File: src/rtl/sync_fifo.sv
// Parametrised single-clock FIFO with occupancy level, threshold flags and sticky errors.
// Define SYNC_FIFO_FWFT_EN for first-word-fall-through read_data.
module sync_fifo #(
    parameter int DATA_WIDTH         = 4,
    parameter int ADDRESS_WIDTH      = 5,
    parameter int ALMOST_FULL_LEVEL  = 28,
    parameter int ALMOST_EMPTY_LEVEL = 4
) (
    input  logic                   clk,
    input  logic                   rst_n,
    input  logic [DATA_WIDTH-1:0]  write_data,
    input  logic                   write_increment,
    input  logic                   read_increment,
    input  logic                   clear_errors,
    output logic [DATA_WIDTH-1:0]  read_data,
    output logic                   empty,
    output logic                   full,
    output logic                   almost_empty,
    output logic                   almost_full,
    output logic [ADDRESS_WIDTH:0] level,
    output logic                   overflow,
    output logic                   underflow
);

    localparam int DEPTH = 1 << ADDRESS_WIDTH;

    localparam logic [ADDRESS_WIDTH:0] DEPTH_L =
        (ADDRESS_WIDTH+1)'(DEPTH);
    localparam logic [ADDRESS_WIDTH:0] AF_L =
        (ADDRESS_WIDTH+1)'(ALMOST_FULL_LEVEL);
    localparam logic [ADDRESS_WIDTH:0] AE_L =
        (ADDRESS_WIDTH+1)'(ALMOST_EMPTY_LEVEL);
    localparam logic [ADDRESS_WIDTH:0] LVL_ONE =
        (ADDRESS_WIDTH+1)'(1);
    localparam logic [ADDRESS_WIDTH-1:0] PTR_ONE =
        ADDRESS_WIDTH'(1);

    logic [DATA_WIDTH-1:0]    mem [DEPTH];
    logic [ADDRESS_WIDTH-1:0] wr_ptr;
    logic [ADDRESS_WIDTH-1:0] rd_ptr;
    logic [ADDRESS_WIDTH:0]   level_q;
    logic                     wr_acc;
    logic                     rd_acc;
    logic                     wr_rej;
    logic                     rd_rej;

    // Flags are pure decodes of the registered level.
    assign level        = level_q;
    assign empty        = (level_q == '0);
    assign full         = (level_q == DEPTH_L);
    assign almost_empty = (level_q <= AE_L);
    assign almost_full  = (level_q >= AF_L);

    assign wr_acc = write_increment && !full;
    assign rd_acc = read_increment && !empty;
    assign wr_rej = write_increment && full;
    assign rd_rej = read_increment && empty;

    always_ff @(posedge clk) begin
        if (!rst_n) begin
            wr_ptr    <= '0;
            rd_ptr    <= '0;
            level_q   <= '0;
            overflow  <= 1'b0;
            underflow <= 1'b0;
        end else begin
            if (wr_acc)
                wr_ptr <= wr_ptr + PTR_ONE;
            if (rd_acc)
                rd_ptr <= rd_ptr + PTR_ONE;

            unique case (1'b1)
                wr_acc && !rd_acc: level_q <= level_q + LVL_ONE;
                rd_acc && !wr_acc: level_q <= level_q - LVL_ONE;
                default: ;
            endcase

            // A new error in the same cycle as a clear keeps the flag set.
            if (wr_rej)
                overflow <= 1'b1;
            else if (clear_errors)
                overflow <= 1'b0;

            if (rd_rej)
                underflow <= 1'b1;
            else if (clear_errors)
                underflow <= 1'b0;
        end
    end

    always_ff @(posedge clk) begin
        if (rst_n && wr_acc)
            mem[wr_ptr] <= write_data;
    end

`ifdef SYNC_FIFO_FWFT_EN
    assign read_data = empty ? '0 : mem[rd_ptr];
`else
    logic [DATA_WIDTH-1:0] rd_q;

    always_ff @(posedge clk) begin
        if (!rst_n)
            rd_q <= '0;
        else if (rd_acc)
            rd_q <= mem[rd_ptr];
    end

    assign read_data = rd_q;
`endif

endmodule

File: config.mk
export PLATFORM = sky130hd
export DESIGN_NAME = sync_fifo
export DESIGN_NICKNAME = d
export VERILOG_FILES = /design/src/rtl/sync_fifo.sv
export SDC_FILE = /design/constraint.sdc
export NUM_CORES = 1
export LEC_CHECK = 0
export CORE_MARGIN = 2
export CORE_UTILIZATION = 40
export DETAILED_ROUTE_END_ITERATION = 10
export RECOVER_POWER = 50
export REMOVE_ABC_BUFFERS = 1
export SYNTH_ARGS = -nofsm -noshare
export SYNTH_HDL_FRONTEND = slang
export SYNTH_SLANG_ARGS = --single-unit
File: constraint.sdc
create_clock -name clk -period 2.8 [get_ports clk]
set_input_delay 0.28 -clock clk [delete_from_list [all_inputs] [get_ports clk]]
set_output_delay 0.28 -clock clk [all_outputs]
set_load 0.02 [all_outputs]
**Word-level counts from Yosys, hierarchy flattened**

Memory sizes are Yosys's and may differ from the RTL's. A register that Yosys moved wholly into a read port is not among the register bits.
Index checks and enable logic that the tools add are counted.

- Order comparisons: 2
- $add $sub $neg: 4
- Mux-type cells: 6
- Reductions and logical operators: 16
- Eq/ne operators: 1

Operators by type and width:

| cell | number |
|---|---|
| one-hot mux 6 bit (2 select lines) | 1 |
| adder 5 x 1 -> 5 bit (second input constant) | 2 |
| logical AND 1 bit | 7 |
| adder 6 x 1 -> 6 bit (second input constant) | 1 |
| equality test 6 bit (second input constant) | 1 |
| greater-or-equal comparator 6 x 5 -> 1 bit (second input constant) | 1 |
| less-or-equal comparator 6 x 3 -> 1 bit (second input constant) | 1 |
| logical NOT 6 bit | 1 |
| nonzero test 2 bit | 3 |
| subtractor 6 x 1 -> 6 bit (second input constant) | 1 |
| logical NOT 1 bit | 5 |
| 2-to-1 mux 1 bit | 5 |

- Memories: 1
- Bits in registers: 18
- Input port bits: 9
- Bits in writable memories: 128
- Output and inout port bits: 16
- Logic and storage cells: 35

Memory list:

| name | depth | bits a word | read ports | clocked after memory_dff | write ports | RTL line | RTL |
|---|---|---|---|---|---|---|---|
| mem | 32 | 4 | 1 | 1 | 1 | 38 | `logic [DATA_WIDTH-1:0] mem [DEPTH];` |

**Logic depth before layout (Yosys ltp)**

- Word-level depth: 6
- Gate-level depth with buffers: 12
- Mapped depth without buffers: 11

**Worst setup path before layout**

Ideal clock, no wire load.

- Kind: reg2reg
- Start point: register level_q[0], in the netlist level[0]
- End point: register level_q[5], in the netlist level[5]
- Setup slack: 208 ps
- Data arrival time: 2473 ps
- Path buffers: 1
- Stages on the path, launching flop included: 12
- Cells stage by stage: dfxtp_1 nor4_2 a31oi_1 clkbuf_1 inv_1 ha_1 ha_1 a21o_1 a21oi_1 nand4b_1 nand4_1 mux2i_1

- Longest elaborated chain between the ends: 6

Ends and longest elaborated chain:

| item | RTL line | RTL |
|---|---|---|
| start: declaration | 41 | `logic [ADDRESS_WIDTH:0] level_q;` |
| start signal: assignment | 73 | `wr_acc && !rd_acc: level_q <= level_q + LVL_ONE;` |
| start signal: assignment | 74 | `rd_acc && !wr_acc: level_q <= level_q - LVL_ONE;` |
| parallel branches: the longest is 6 deep, another holds subtractor 6 x 1 -> 6 bit | n/a |  |

Several ways; the timed one is not identified.
A chain may end at the register's enable or synchronous reset.

**Worst setup path in the final report**

Ends and elaborated chain as after synthesis.

==> metrics.txt <==
Port Buf Inserts 24; Data required, critical path about 3.1 ns; worst-path cell chain nor4_4, a31oi_1, inv_1, ha_1, ha_1, a21o_1, a21oi_1, nand4b_1, nand4_1, mux2i_1; Post-Synthesis Cells about 400; average cell area after synthesis ~16 µm²; chip height ~130 µm; Core Region 15300 µm²; maximum VDD drop roughly 0.48 mV; PwrDens approximately 850 nW/µm²; layout cells sized above 1 approximately an eighth; largest net degree at the start of global routing 33; Via density 5.17; Sum Neg Setup Slack 0 ns; synth top area cells edfxtp_1, dfxtp_1, mux4_2; met3 wire len a little under 500 µm; top_reg_cell synth edfxtp_1; Flop pwr share 42.1%; Routed Antenna Nets 0; first-pass GRT wire length between 15 and 20 mm; Worst-path clk slew around 0.060 ns; Total GRT Usage 15.8%; Final #Nets 453; most frequent cells in the layout edfxtp_1, nor2_1, dfxtp_1; Reg2Reg Setup Slack approximately 0.29 ns; routed wire length 12.4 mm; Synthesis Warnings 0; Yosys cell types 45; DP HPWL 8.14 mm; CP Launch Type flip-flop; status finished clean; root buf cell clkbuf_16; RSZ-0062 raised after global routing no; Layout area overhead 16.6%; r2r worst-path depth 10; Iter 0 DRT Violations 248; endpoint class of the critical path flip-flop; slew of the pin with the lowest slew margin approximately 1.5 ns; slowest cell delay on critical path 0.39 ns; endpoints failing setup 0; Cells on Worst Hold Path 1; Horiz. Die Dim 130 µm; clock tree buffer depth 2; Max-slew headroom about 2.4%; DIE AREA between 15000 and 20000 µm²; slowest CP cell dfxtp_1; met1 WL around 5.6 mm; grt total ovfl 0; max cap viols 0; EDFF count, synth around 130; Hold Crit Class reg -> reg; CTS tree built; synthesized area about 6300 µm²; min cycle time layout 2.51 ns; Final Instance Area 7350 µm²; IO Count 25; Skew-Pair Late Insertion Delay approximately 0.42 ns; most frequent CP cell ha_1; Setup Fix Bufs, Post-CTS 0; Num CTS Buffers 17; period utilisation layout just under 90%; post-synth top area share between 60% and 70%; met2 routed WL roughly 6.0 mm; GPL Wtd Cong ~0.81; Clk network pwr share between 30% and 40%; Gate power share about 22%; via count approximately 3400; # H-tree levels 4; critical path class reg -> reg; Seq/Total Area, Yosys about two thirds; register bit total from synthesis 150; clock skew 0.00926 ns; drt pass-1 iters 6; final hold vios 0; WP data arrival roughly 2.8 ns; DR WL/cell between 15 and 20 µm; Leakage 2.40 nW; # diodes 0; clock sink total 150; drc violations 0; maximum clock frequency 399 MHz; vias in the first global route between 3000 and 4000; Pint between 0.004 and 0.005 W; FP Rows 45; switching power around 0.0017 W; highest metal used met4; commonest non-fill, non-tap cell in the layout edfxtp_1; switching part of the total 26.7%; Critical Path Fanout Max 7; area leader, netlist edfxtp_1; starting density of the core 41.2%; Pins Over Slew Limit 0; DP Area 6780 µm²; ys async rst share 0%; initial antenna violation count 0
[cells in the mapped netlist, drive strengths merged, types with 2 or more instances]
cell	number
nand4	5
xnor2	9
a31oi	3
ha	10
a21oi	8
o22ai	3
a32o	4
nand3	7
a211oi	3
mux2i	18
o21a	2
inv	12
xor2	2
o21ai	6
nor3	4
buf	9
and3	2
nor2	37
o221ai	4
clkbuf	11
a22oi	6
and2	14
nand2	18
nand3b	4
nor2b	10
dfxtp	22
edfxtp	128
mux4	25
[kinds of logic after synthesis]
group,share of synthesized area [%]
mux,12.3
xor+xnor,1.53
flops,67.9
buf+inv,2.76
simple gates,8.61
compound gates,4.58
fa+ha+maj,2.30
[power by group through the flow]
stage          Sequential, W  Combinational [W]  Clock (W)
2_1_floorplan        0.00279           0.000778          0
3_3_place_gp         0.00267            0.00138          0
3_5_place_dp         0.00268            0.00140          0
4_1_cts              0.00263            0.00141    0.00230
5_1_grt              0.00265            0.00149    0.00239
6_report             0.00264            0.00138    0.00225
[repair_timing]
item | CTS | global route
gates resized for setup | 0 | 1
setup endpoints to repair | 0 | 1
hold buffers | 0 | 0
[sequential cells by signal, summed over array words and instances (netlist names)]
signal,flops
overflow,1
wr_ptr,5
underflow,1
mem,128
rd_ptr,5
level,6
read_data,4
[final cells by class]
class                      instances  area (µm²)
clock buffer                      23         458
clock inverter                     9         126
fill                            1343        7960
inverter                          12        45.0
multi-input combinational        215        1860
sequential                       150        4290
tap                              211         264
timing repair buffer              37         315
[routing by layer]
layer,track usage [%],up-vias
met5,0,-
met4,7.34,0
met3,4.54,20
met2,24.2,80
met1,20.8,1698
li1,-,1600
[worst max-delay path: cells and delay by family (launching register included)]
family | cells | cell delay (ns)
mux | 1 | 0.14
compound gates | 3 | 0.56
flops | 1 | 0.39
buf+inv | 1 | 0.07
fa+ha+maj | 2 | 0.58
simple gates | 3 | 0.65
[worst paths after layout]
kind / end / start
setup / recovery: level[5]$_SDFFE_PN0P_ / level[0]$_SDFFE_PN0P_
hold / removal: read_data[3]$_SDFFE_PN0P_ / read_data[3]$_SDFFE_PN0P_
setup reg to reg: level[5]$_SDFFE_PN0P_ / level[0]$_SDFFE_PN0P_
hold reg to reg: read_data[3]$_SDFFE_PN0P_ / read_data[3]$_SDFFE_PN0P_
[per-stage QoR]
step                      hold WS (ns)  setup slack (ns)  total power [W]  utilization [%]  instances
after floorplan                  0.379            -0.209          0.00357                -        377
after global placement           0.488             0.264          0.00405             44.3        625
after detailed placement         0.492             0.204          0.00408             44.3        625
after CTS                        0.503             0.266          0.00633             48.1        657
after global routing             0.516            0.0870          0.00654             48.0        657
final                            0.494             0.293          0.00627             48.0        657
Power figures use the tool's default switching activity.
